### config.mk
export PLATFORM = sky130hd
export DESIGN_NAME = hdb3_polar
export DESIGN_NICKNAME = d
export VERILOG_FILES = /design/src/rtl/hdb3_polar_pkg.sv /design/src/rtl/hdb3_polar_disparity.sv /design/src/rtl/hdb3_polar.sv
export SDC_FILE = /design/constraint.sdc
export NUM_CORES = 1
export LEC_CHECK = 0
export CAP_MARGIN = 25
export CELL_PAD_IN_SITES_DETAIL_PLACEMENT = 1
export CELL_PAD_IN_SITES_GLOBAL_PLACEMENT = 2
export CORE_ASPECT_RATIO = 1.25
export CORE_MARGIN = 2
export CORE_UTILIZATION = 27
export CTS_CLUSTER_SIZE = 10
export DETAILED_ROUTE_END_ITERATION = 6
export HOLD_SLACK_MARGIN = 0.12
export PLACE_DENSITY = 0.75
export SLEW_MARGIN = 20
export SYNTH_ARGS = -nofsm -noshare
export SYNTH_HDL_FRONTEND = slang
export SYNTH_SLANG_ARGS = --single-unit
export TNS_END_PERCENT = 1
### constraint.sdc
create_clock -name clk -period 2.3 [get_ports clk]
set_input_delay 0.345 -clock clk [delete_from_list [all_inputs] [get_ports clk]]
set_output_delay 0.345 -clock clk [all_outputs]
set_load 0.1 [all_outputs]
### src/rtl/hdb3_polar_pkg.sv
// Shared symbol/polarity codes and state encodings for the HDB3 polarity stage.
package hdb3_polar_pkg;

    // Symbol codes delivered by the B-insertion stage
    localparam logic [1:0] CODE_ZERO = 2'b00;
    localparam logic [1:0] CODE_ONE  = 2'b01;
    localparam logic [1:0] CODE_B    = 2'b10;
    localparam logic [1:0] CODE_V    = 2'b11;

    // Line polarity codes
    localparam logic [1:0] POL_ZERO = 2'b00;
    localparam logic [1:0] POL_POS  = 2'b01;
    localparam logic [1:0] POL_NEG  = 2'b10;

    // Reset is active high
    localparam logic RST_ACTIVE = 1'b1;

    // Polarity of the most recent mark/B/V pulse on the line
    typedef enum logic {
        LAST_POS = 1'b0,
        LAST_NEG = 1'b1
    } pol_state_t;

endpackage

### src/rtl/hdb3_polar_disparity.sv
// Saturating signed running-disparity accumulator with sticky limit flag.
module hdb3_polar_disparity
    import hdb3_polar_pkg::*;
#(
    parameter int unsigned DISP_W     = 6,
    parameter int unsigned DISP_LIMIT = 4
) (
    input  logic                     clk,
    input  logic                     rst,
    input  logic                     pulse_en,
    input  logic                     pulse_neg,
    output logic signed [DISP_W-1:0] disparity,
    output logic                     disp_err
);

    localparam logic signed [DISP_W-1:0] DISP_MAX = {1'b0, {(DISP_W-1){1'b1}}};
    localparam logic signed [DISP_W-1:0] DISP_MIN = {1'b1, {(DISP_W-1){1'b0}}};
    localparam logic signed [DISP_W-1:0] LIM_POS  = DISP_W'(DISP_LIMIT);
    localparam logic signed [DISP_W-1:0] LIM_NEG  = -LIM_POS;
    localparam logic signed [DISP_W-1:0] ONE      = DISP_W'(1);

    logic signed [DISP_W-1:0] disp_d;
    logic                     disp_err_d;

    // Next disparity with saturation at both ends; flag set on the updating edge
    always_comb begin
        disp_d     = disparity;
        disp_err_d = disp_err;
        if (pulse_en) begin
            if (pulse_neg) begin
                if (disparity != DISP_MIN) disp_d = disparity - ONE;
            end else begin
                if (disparity != DISP_MAX) disp_d = disparity + ONE;
            end
            if ((disp_d > LIM_POS) || (disp_d < LIM_NEG)) disp_err_d = 1'b1;
        end
    end

    // Disparity state register
    always_ff @(posedge clk) begin
        if (rst == RST_ACTIVE) begin
            disparity <= '0;
            disp_err  <= 1'b0;
        end else begin
            disparity <= disp_d;
            disp_err  <= disp_err_d;
        end
    end

endmodule

### src/rtl/hdb3_polar.sv
// HDB3 final stage: assigns bipolar line polarity and monitors V alternation and DC disparity.
module hdb3_polar
    import hdb3_polar_pkg::*;
#(
    parameter int unsigned DISP_W     = 6,
    parameter int unsigned DISP_LIMIT = 4,
    parameter int unsigned CNT_W      = 16
) (
    input  logic                     clk,
    input  logic                     rst,
    input  logic                     in_en,
    input  logic [1:0]               data_in_b,
    output logic [1:0]               data_out_p,
    output logic                     hdb3_p,
    output logic                     hdb3_n,
    output logic                     out_valid,
    output logic                     v_err,
    output logic                     disp_err,
    output logic signed [DISP_W-1:0] disparity,
    output logic [CNT_W-1:0]         pulse_cnt
);

    pol_state_t       last_pol_q, last_pol_d;
    logic             last_v_neg_q, last_v_neg_d;
    logic             v_seen_q, v_seen_d;
    logic             v_err_d;
    logic [1:0]       pol_d;
    logic [CNT_W-1:0] cnt_d;
    logic             pulse_c;
    logic             pulse_neg_c;
    logic             v_neg_c;

    // Polarity alternation, V check and pulse counting
    always_comb begin
        last_pol_d   = last_pol_q;
        last_v_neg_d = last_v_neg_q;
        v_seen_d     = v_seen_q;
        v_err_d      = v_err;
        pol_d        = POL_ZERO;
        v_neg_c      = (last_pol_q == LAST_NEG);
        if (in_en) begin
            case (data_in_b)
                CODE_ONE, CODE_B: begin
                    if (last_pol_q == LAST_NEG) begin
                        pol_d      = POL_POS;
                        last_pol_d = LAST_POS;
                    end else begin
                        pol_d      = POL_NEG;
                        last_pol_d = LAST_NEG;
                    end
                end
                CODE_V: begin
                    pol_d = v_neg_c ? POL_NEG : POL_POS;
                    if (v_seen_q && (v_neg_c == last_v_neg_q)) v_err_d = 1'b1;
                    last_v_neg_d = v_neg_c;
                    v_seen_d     = 1'b1;
                end
                default: pol_d = POL_ZERO;
            endcase
        end
        pulse_c     = (pol_d != POL_ZERO);
        pulse_neg_c = (pol_d == POL_NEG);
        cnt_d       = pulse_cnt + CNT_W'(pulse_c);
    end

    // Output and state registers
    always_ff @(posedge clk) begin
        if (rst == RST_ACTIVE) begin
            data_out_p   <= POL_ZERO;
            out_valid    <= 1'b0;
            v_err        <= 1'b0;
            pulse_cnt    <= '0;
            last_pol_q   <= LAST_NEG;
            last_v_neg_q <= 1'b0;
            v_seen_q     <= 1'b0;
        end else begin
            data_out_p   <= pol_d;
            out_valid    <= in_en;
            v_err        <= v_err_d;
            pulse_cnt    <= cnt_d;
            last_pol_q   <= last_pol_d;
            last_v_neg_q <= last_v_neg_d;
            v_seen_q     <= v_seen_d;
        end
    end

    assign hdb3_p = data_out_p[0];
    assign hdb3_n = data_out_p[1];

    hdb3_polar_disparity #(
        .DISP_W     (DISP_W),
        .DISP_LIMIT (DISP_LIMIT)
    ) u_disparity (
        .clk       (clk),
        .rst       (rst),
        .pulse_en  (pulse_c),
        .pulse_neg (pulse_neg_c),
        .disparity (disparity),
        .disp_err  (disp_err)
    );

endmodule
==> Flow_metrics.wiki, run 1 <==
{| class="wikitable"
! Metric !! Value
|-
| Post-layout net count || 243
|-
| Power per unit of standard cell area || 622 nW/µm²
|-
| Register clock-pin slew on the reported worst setup and hold paths || 0.06 ns
|-
| Hold Path Stages || 2
|-
| Number of search-and-repair iterations in the first detailed-routing pass || 4
|-
| Total Die Area || 6710 µm²
|-
| Count of antenna diodes in the layout || 0
|-
| Height of the die || 91.1 µm
|-
| Cell Count Post-Placement || 291
|-
| Via count normalized by instance count || 4.99
|-
| Non-filler instance count after layout || 297
|-
| Initial antenna violation count || 0
|-
| Area of the core || 5820 µm²
|-
| Number of hold violations in the final report || 0
|-
| Share of power burned in combinational logic || 28.3%
|-
| Slowest CP cell || clkdlybuf4s50_1
|-
| TritonCTS buffer count || 5
|-
| Setup crit end kind || flop
|-
| Number of buffers added on ports || 33
|-
| Cell count of the worst reg-to-reg path || 8
|-
| Number of warnings printed during yosys synthesis || 0
|-
| Antenna-violating nets left || 0
|-
| Net switching power of the design || 0.463 mW
|-
| Fraction of layout instances using a drive strength above 1 || 32.0%
|-
| Total of hold buffers inserted after clock tree synthesis || 0
|-
| Effective utilization at floorplan || 28.2%
|-
| Min-Delay Startpoint || last_v_neg_q$_SDFFE_PP0P_
|-
| Buffer levels on the longest clock path || 2
|-
| CP max FO || 6
|-
| Synth Net Count || 199
|-
| Final-layout fill cell count || 702
|-
| Total of flip-flops plus latches after synthesis || 30
|-
| Final worst-path setup slack || 0.193 ns
|-
| Max capacitance violation total || 0
|-
| Total GRT Usage || 13.1%
|-
| Average detailed-routed wire length per instance || 14.2 µm
|-
| Worst hold path type || reg -> reg
|-
| Maximum number of pins on one net before global-route repair || 19
|-
| Post-synthesis cell type with the largest combined area || dfxtp_1
|-
| Number of clock sinks || 30
|-
| Sink of the worst hold path || last_v_neg_q$_SDFFE_PP0P_
|-
| Setup repair after global routing missed its margin || no
|-
| FF-to-FF End || u_disparity.disp_err$_SDFFE_PP0P_
|-
| Remaining global-route overflow || 0
|-
| Internal portion of total power || 0.902 mW
|-
| DRC violation total after the first TritonRoute iteration || 22
|-
| Run status || finished, final reports clean
|-
| Startpoint-to-endpoint class of the critical path || in -> reg
|-
| Fraction of power consumed by sequential logic || 41.3%
|-
| Worst path arrival time || 2.24 ns
|-
| Wire length of the first global-routing pass || 6960 µm
|-
| HPWL Detailed || 3180 µm
|-
| Number of buffers and inverters on the critical path || 1
|-
| Post-Synthesis Cell Area || 1640 µm²
|-
| Total wirelength of the detailed-routed design || 4220 µm
|-
| Slew Viols, Final || 0
|-
| Source-to-sink clock delay at the later pin of the worst-skew pair || 0.28 ns
|-
| Tightest slew margin relative to the limit || 55.4%
|-
| Syn Area/Cell || 8.72 µm²
|-
| Number of instances in the synthesized netlist || 188
|-
| Cells taking the most area after synthesis || dfxtp_1 (37%), nor2_1 (6.9%), xor2_1 (6.4%)
|-
| DRC || 0
|-
| H-tree level count || 2
|-
| Vias || 1481
|-
| Register-to-register setup slack || 0.27 ns
|-
| CTS Root Cell || clkbuf_8
|-
| Largest stage delay on the critical path || 0.65 ns
|-
| Required time reported for the critical path endpoint || 2.44 ns
|-
| Leakage dissipation || 0.957 nW
|-
| Post-Route Skew || 0.00339 ns
|-
| Worst setup timing slack at the placement stage || -0.414 ns
|-
| Number of setup buffers added after CTS || 0
|-
| Min cycle time layout || 2.11 ns
|-
| Site Rows || 31
|-
| Distinct cell type count after synthesis || 49
|-
| Number of global-route vias before repair || 1436
|-
| Final number of setup-violating endpoints || 0
|-
| Layout overhead on the synthesized area || 34.0%
|-
| Share of the synthesized area in the top cell type || 36.6%
|-
| Die Width || 73.7 µm
|-
| Last weighted congestion value of the routability-driven placer || 0.788
|-
| Highest attainable clock frequency || 475 MHz
|-
| Number of top-level design ports || 34
|-
| Setup crit start kind || primary input
|-
| Sw frac || 33.9%
|-
| Cell family with the largest share of critical-path delay || buffers and inverters
|-
| Portion of the post-synthesis area used by sequential elements || 36.6%
|-
| Reg-to-Reg Start || u_disparity.disparity[0]$_SDFFE_PP0N_
|-
| Clk pwr share || 30.4%
|-
| Hold_ws || 0.469 ns
|-
| Clock tree from TritonCTS || yes
|-
| Worst VDD drop || 315 µV
|-
| Cells along the critical path || clkdlybuf4s50_1 > nand4b_4 > and2_4 > o32a_1 > mux2i_4 > o2111a_1 > o41ai_2
|-
| Fin crit share || 91.6%
|-
| Slew at the pin closest to its max-slew limit || 0.667 ns
|}
[through the flow]
stage                     utilization [%]  instance area [µm²]  total power [mW]  setup TNS, ns
after floorplan                         -                 1650             0.849        -0.0674
after global placement               34.9                 2030             0.944          -2.32
after detailed placement             34.9                 2030             0.946          -2.78
after CTS                            37.0                 2150              1.39              0
after global routing                 37.7                 2200              1.44              0
final                                37.7                 2200              1.37              0
[synthesized netlist by cell type, drive strengths merged]
master,instances
clkbuf,5
o2bb2ai,1
nor2,30
o32ai,1
o41ai,1
nand2b,2
nand4,3
xnor2,4
nor3,1
a2bb2oi,1
a31o,1
nor2b,3
nand3,10
o32a,1
and2,3
nand4b,2
a21o,1
nand4bb,1
inv,4
a31oi,1
or4,1
o211ai,1
a21oi,5
o21ai,4
xor2,12
o21a,4
dfxtp,30
or3,1
o21bai,2
or2,1
a221o,1
buf,8
and4,2
o2111a,1
and3b,1
nor4,1
mux2i,3
ha,6
nand2,17
a211oi,3
o31ai,1
and3,7
[worst reg2reg max path, delay by kind of cell, from the launching register on]
| family | cells | cell delay [ns] |
|---|---|---|
| flops | 1 | 0.39 |
| fa+ha+maj | 1 | 0.25 |
| simple gates | 1 | 0.18 |
| buf+inv | 1 | 0.12 |
| compound gates | 5 | 1.00 |
[registers in the layout (all words and copies together), names as in the netlist]
signal                 cells
data_out_p                 2
last_pol_q                 1
last_v_neg_q               1
out_valid                  1
pulse_cnt                 16
u_disparity.disp_err       1
u_disparity.disparity      6
v_err                      1
v_seen_q                   1
[placed cells by master (no fill, tap or decap), types with 4 or more instances in the layout]
| cell type | instances |
|---|---|
| nand2_1 | 16 |
| o21a_1 | 4 |
| a21oi_1 | 5 |
| dfxtp_1 | 28 |
| buf_4 | 46 |
| nor2_1 | 29 |
| inv_1 | 4 |
| clkbuf_8 | 6 |
| xnor2_1 | 4 |
| nand3_1 | 10 |
| ha_1 | 5 |
| xor2_1 | 12 |
| and3_1 | 7 |
[cell families (layout without fill, tap and decap cells)]
kind of cell | count (synthesis) | count (layout) | synth area share [%]
AND/OR/NAND/NOR | 86 | 86 | 27.8
buffers and inverters | 17 | 60 | 5.88
adder cells (fa/ha/maj) | 6 | 6 | 4.58
multiplexers | 3 | 3 | 2.60
AO/OA/AOI/OAI | 30 | 30 | 14.0
XOR/XNOR | 16 | 16 | 8.55
flip-flops | 30 | 30 | 36.6
[per-layer routing]
layer  routed length [µm]  share of wire (%)  track usage [%]  up-vias
met3                  169                4.0             3.22        5
met5                    0                  0                0        -
met4                   46                1.1             5.00        0
met1                 1750                 41             15.3      715
met2                 2260                 53             22.5       26
li1                     -                  -                -      735
[cell type report]
class,instances,area (µm²),area share [%]
flip-flops and latches,30,603,27.5
inverters,4,15.0,0.684
well taps,66,82.6,3.76
repair buffers,50,390,17.8
clock buffers,6,82.6,3.76
multi-input cells,141,1020,46.6
[timing repair]
item / 4_1_cts / 5_1_grt
hold endpoints to repair: 0 / 0
endpoints found under the setup margin: 1 / 1
gates cloned: 0 / 0
resized for setup: 5 / 9
pin swaps: 0 / 7
[power by group through the flow]
stage / combinational (mW) / clock (mW) / sequential [mW]
after CTS: 0.382 / 0.441 / 0.565
after detailed placement: 0.370 / 0 / 0.576
after global routing: 0.411 / 0.459 / 0.568
final: 0.386 / 0.415 / 0.564
after global placement: 0.368 / 0 / 0.576
after floorplan: 0.162 / 0 / 0.688
[how the worst max path moves through the flow]
stage | startpoint | to | slack, ns | cells after the start
global placement | data_in_b[0] | u_disparity.disp_err$_SDFFE_PP0P_ | -0.34 | 8
floorplan | u_disparity.disparity[3]$_SDFFE_PP0N_ | u_disparity.disp_err$_SDFFE_PP0P_ | -0.07 | 7
detailed placement | data_in_b[0] | u_disparity.disp_err$_SDFFE_PP0P_ | -0.41 | 8
CTS | data_in_b[1] | u_disparity.disp_err$_SDFFE_PP0P_ | 0.02 | 9
global route | in_en | u_disparity.disp_err$_SDFFE_PP0P_ | 0.1 | 7
finish | in_en | u_disparity.disp_err$_SDFFE_PP0P_ | 0.19 | 7
No activity file was read; power rests on OpenSTA's default activity.
==> run 2, diff against run 1 <==
- SKIP_CTS_REPAIR_TIMING: default -> 1
==> run 2 against run 1 <==
Clock-buffer cell count did not move. Power rose by 0.20%. First-iteration DRC count rose by 14%. Wire length rose by 0.19%. Critical endpoint unchanged. Largest cell class unchanged. Flip-flop and latch count did not move. Worst setup slack got worse by 0.00098 ns. Combinational power rose by 1%. Non-clock buffer count did not move. Sequential power barely moved. Clock power barely moved.
==> Flow_metrics.wiki, run 2 (synthesized netlist as in run 1, its figures left out) <==
{| class="wikitable"
! Metric !! Value
|-
| Worst path arrival time || 2.24 ns (about the same)
|-
| Fraction of layout instances using a drive strength above 1 || 32.0% (unchanged)
|-
| Number of top-level design ports || 34 (unchanged)
|-
| Final core area utilization || 37.9% (+0.15 points)
|-
| Post-Route Skew || 0.00363 ns (+0.000239 ns)
|-
| Highest attainable clock frequency || 474 MHz (about the same)
|-
| Source-to-sink clock delay at the later pin of the worst-skew pair || 0.28 ns (about the same)
|-
| Required time reported for the critical path endpoint || 2.44 ns (about the same)
|-
| HPWL Detailed || 3180 µm (unchanged)
|-
| Final number of setup-violating endpoints || 0 (unchanged)
|-
| Min-Delay Startpoint || v_seen_q$_SDFFE_PP0P_
|-
| Number of global-route vias before repair || 1441 (+0.35%)
|-
| Post-layout net count || 243 (unchanged)
|-
| Average detailed-routed wire length per instance || 14.2 µm (+0.19%)
|-
| Clock tree from TritonCTS || yes
|-
| Count of antenna diodes in the layout || 0 (unchanged)
|-
| Layout overhead on the synthesized area || 34.5%
|-
| CTS Root Cell || clkbuf_8
|-
| Total wirelength of the detailed-routed design || 4230 µm (+0.19%)
|-
| Startpoint-to-endpoint class of the critical path || in -> reg
|-
| Setup crit start kind || primary input
|-
| Height of the die || 91.1 µm (unchanged)
|-
| Register-to-register setup slack || 0.26 ns (about the same)
|-
| Antenna-violating nets left || 0 (unchanged)
|-
| Setup repair after global routing missed its margin || no
|-
| Slew at the pin closest to its max-slew limit || 0.656 ns (-0.0116 ns)
|-
| Area of the core || 5820 µm² (unchanged)
|-
| Sink of the worst hold path || v_seen_q$_SDFFE_PP0P_
|-
| Wire length of the first global-routing pass || 6930 µm (-0.40%)
|-
| Non-filler instance count after layout || 297 (unchanged)
|-
| Run status || finished, final reports clean
|-
| Final Instance Area || 2200 µm² (+0.40%)
|-
| Via count normalized by instance count || 5.01 (+0.41%)
|-
| Slew Viols, Final || 0 (unchanged)
|-
| Total placed instance area || 2030 µm² (unchanged)
|-
| Vias || 1487 (+0.41%)
|-
| Reg-to-Reg Start || u_disparity.disparity[0]$_SDFFE_PP0N_
|-
| Setup crit end kind || flop
|-
| TritonCTS buffer count || 5 (unchanged)
|-
| Number of hold violations in the final report || 0 (unchanged)
|-
| Min cycle time layout || 2.11 ns (+0.000978 ns)
|-
| Most frequent cells in the layout || buf_4 (46), nor2_1 (29), dfxtp_1 (28)
|-
| Number of flip-flops in the largest register || 16 (unchanged)
|-
| DRC || 0 (unchanged)
|-
| Effective utilization at floorplan || 28.2% (unchanged)
|-
| Leakage dissipation || 0.958 nW (+0.10%)
|-
| Site Rows || 31 (unchanged)
|-
| Tightest slew margin relative to the limit || 56.2% (+0.78 points)
|-
| Register area || 603 µm² (unchanged)
|-
| Last weighted congestion value of the routability-driven placer || 0.788 (unchanged)
|-
| Area of the multi-input gates || 1030 µm² (+0.86%)
|-
| Max capacitance violation total || 0 (unchanged)
|-
| Hold_ws || 0.471 ns (+0.00173 ns)
|-
| Total GRT Usage || 13.1% (-0.067 points)
|-
| Number of search-and-repair iterations in the first detailed-routing pass || 4 (unchanged)
|-
| Biggest regs || pulse_cnt (16), u_disparity.disparity (6), data_out_p (2)
|-
| H-tree level count || 2 (unchanged)
|-
| Power per unit of standard cell area || 621 nW/µm² (-0.20%)
|-
| Hold Path Stages || 2 (unchanged)
|-
| Number of clock sinks || 30 (unchanged)
|-
| Total power of the final layout || 1.37 mW (+0.20%)
|-
| Die Width || 73.7 µm (unchanged)
|-
| Worst VDD drop || 316 µV (+0.20%)
|-
| Most common cell after layout, fill and taps aside || buf_4
|-
| Worst hold path type || reg -> reg
|-
| Final-layout fill cell count || 702 (unchanged)
|-
| Total Die Area || 6710 µm² (unchanged)
|-
| Fin crit share || 91.6% (about the same)
|-
| Number of buffers added on ports || 33 (unchanged)
|-
| Cell count of the worst reg-to-reg path || 8 (unchanged)
|-
| Initial antenna violation count || 0 (unchanged)
|-
| CP max FO || 6 (unchanged)
|-
| Register clock-pin slew on the reported worst setup and hold paths || 0.06 ns (about the same)
|-
| Remaining global-route overflow || 0 (unchanged)
|-
| Buffer levels on the longest clock path || 2 (unchanged)
|-
| FF-to-FF End || u_disparity.disp_err$_SDFFE_PP0P_
|-
| Register containing the most flip-flops in the final layout || pulse_cnt
|-
| DRC violation total after the first TritonRoute iteration || 25 (+14%)
|-
| Maximum number of pins on one net before global-route repair || 19 (unchanged)
|-
| Cell Count Post-Placement || 291 (unchanged)
|}
-- run 2: cell counts in the layout (fill, tap and decap cells not counted) --
Identical to the previous run, type by type.
-- run 2: cell type report --
class / instances / share of cell area, %
multi-input cells: 141 / 46.8
flip-flops and latches: 30 / 27.4
repair buffers: 50 / 17.7
clock buffers: 6 / 3.75
well taps: 66 / 3.75
inverters: 4 / 0.681
-- run 2: where the power goes --
| group | leakage (nW) | internal (mW) | total, mW | switching (mW) |
|---|---|---|---|---|
| registers | 0.244 | 0.541 | 0.564 | 0.0232 |
| clock network | 0.0431 | 0.230 | 0.414 | 0.184 |
| logic | 0.671 | 0.132 | 0.390 | 0.257 |
| total | 0.958 | 0.903 | 1.37 | 0.465 |
-- run 2: per-layer routing --
metal	wire length, µm	part of all wire [%]	track usage [%]
met1	1760	42	15.2
met2	2240	53	22.2
met3	161	3.8	3.22
met4	70	1.7	5.61
met5	0	0	0
-- run 2: critical path, stage by stage --
cell	delay [ns]
clkdlybuf4s50_1	0.65
nand4b_4	0.22
and2_4	0.24
o32a_1	0.31
mux2i_4	0.18
o2111a_1	0.23
o41ai_2	0.07
-- run 2: metrics by stage --
step           setup slack, ns  setup TNS (ns)
2_1_floorplan          -0.0674         -0.0674
3_3_place_gp            -0.337           -2.32
3_5_place_dp            -0.414           -2.78
4_1_cts                 -0.110          -0.110
5_1_grt                 0.0979               0
6_report                 0.192               0
-- run 2: worst max-delay path by stage --
stage	to	startpoint	slack, ns
3_5_place_dp	u_disparity.disp_err$_SDFFE_PP0P_	data_in_b[0]	-0.41
4_1_cts	u_disparity.disp_err$_SDFFE_PP0P_	data_in_b[0]	-0.11
6_report	u_disparity.disp_err$_SDFFE_PP0P_	in_en	0.19
2_1_floorplan	u_disparity.disp_err$_SDFFE_PP0P_	u_disparity.disparity[3]$_SDFFE_PP0N_	-0.07
5_1_grt	u_disparity.disp_err$_SDFFE_PP0P_	in_en	0.1
3_3_place_gp	u_disparity.disp_err$_SDFFE_PP0P_	data_in_b[0]	-0.34
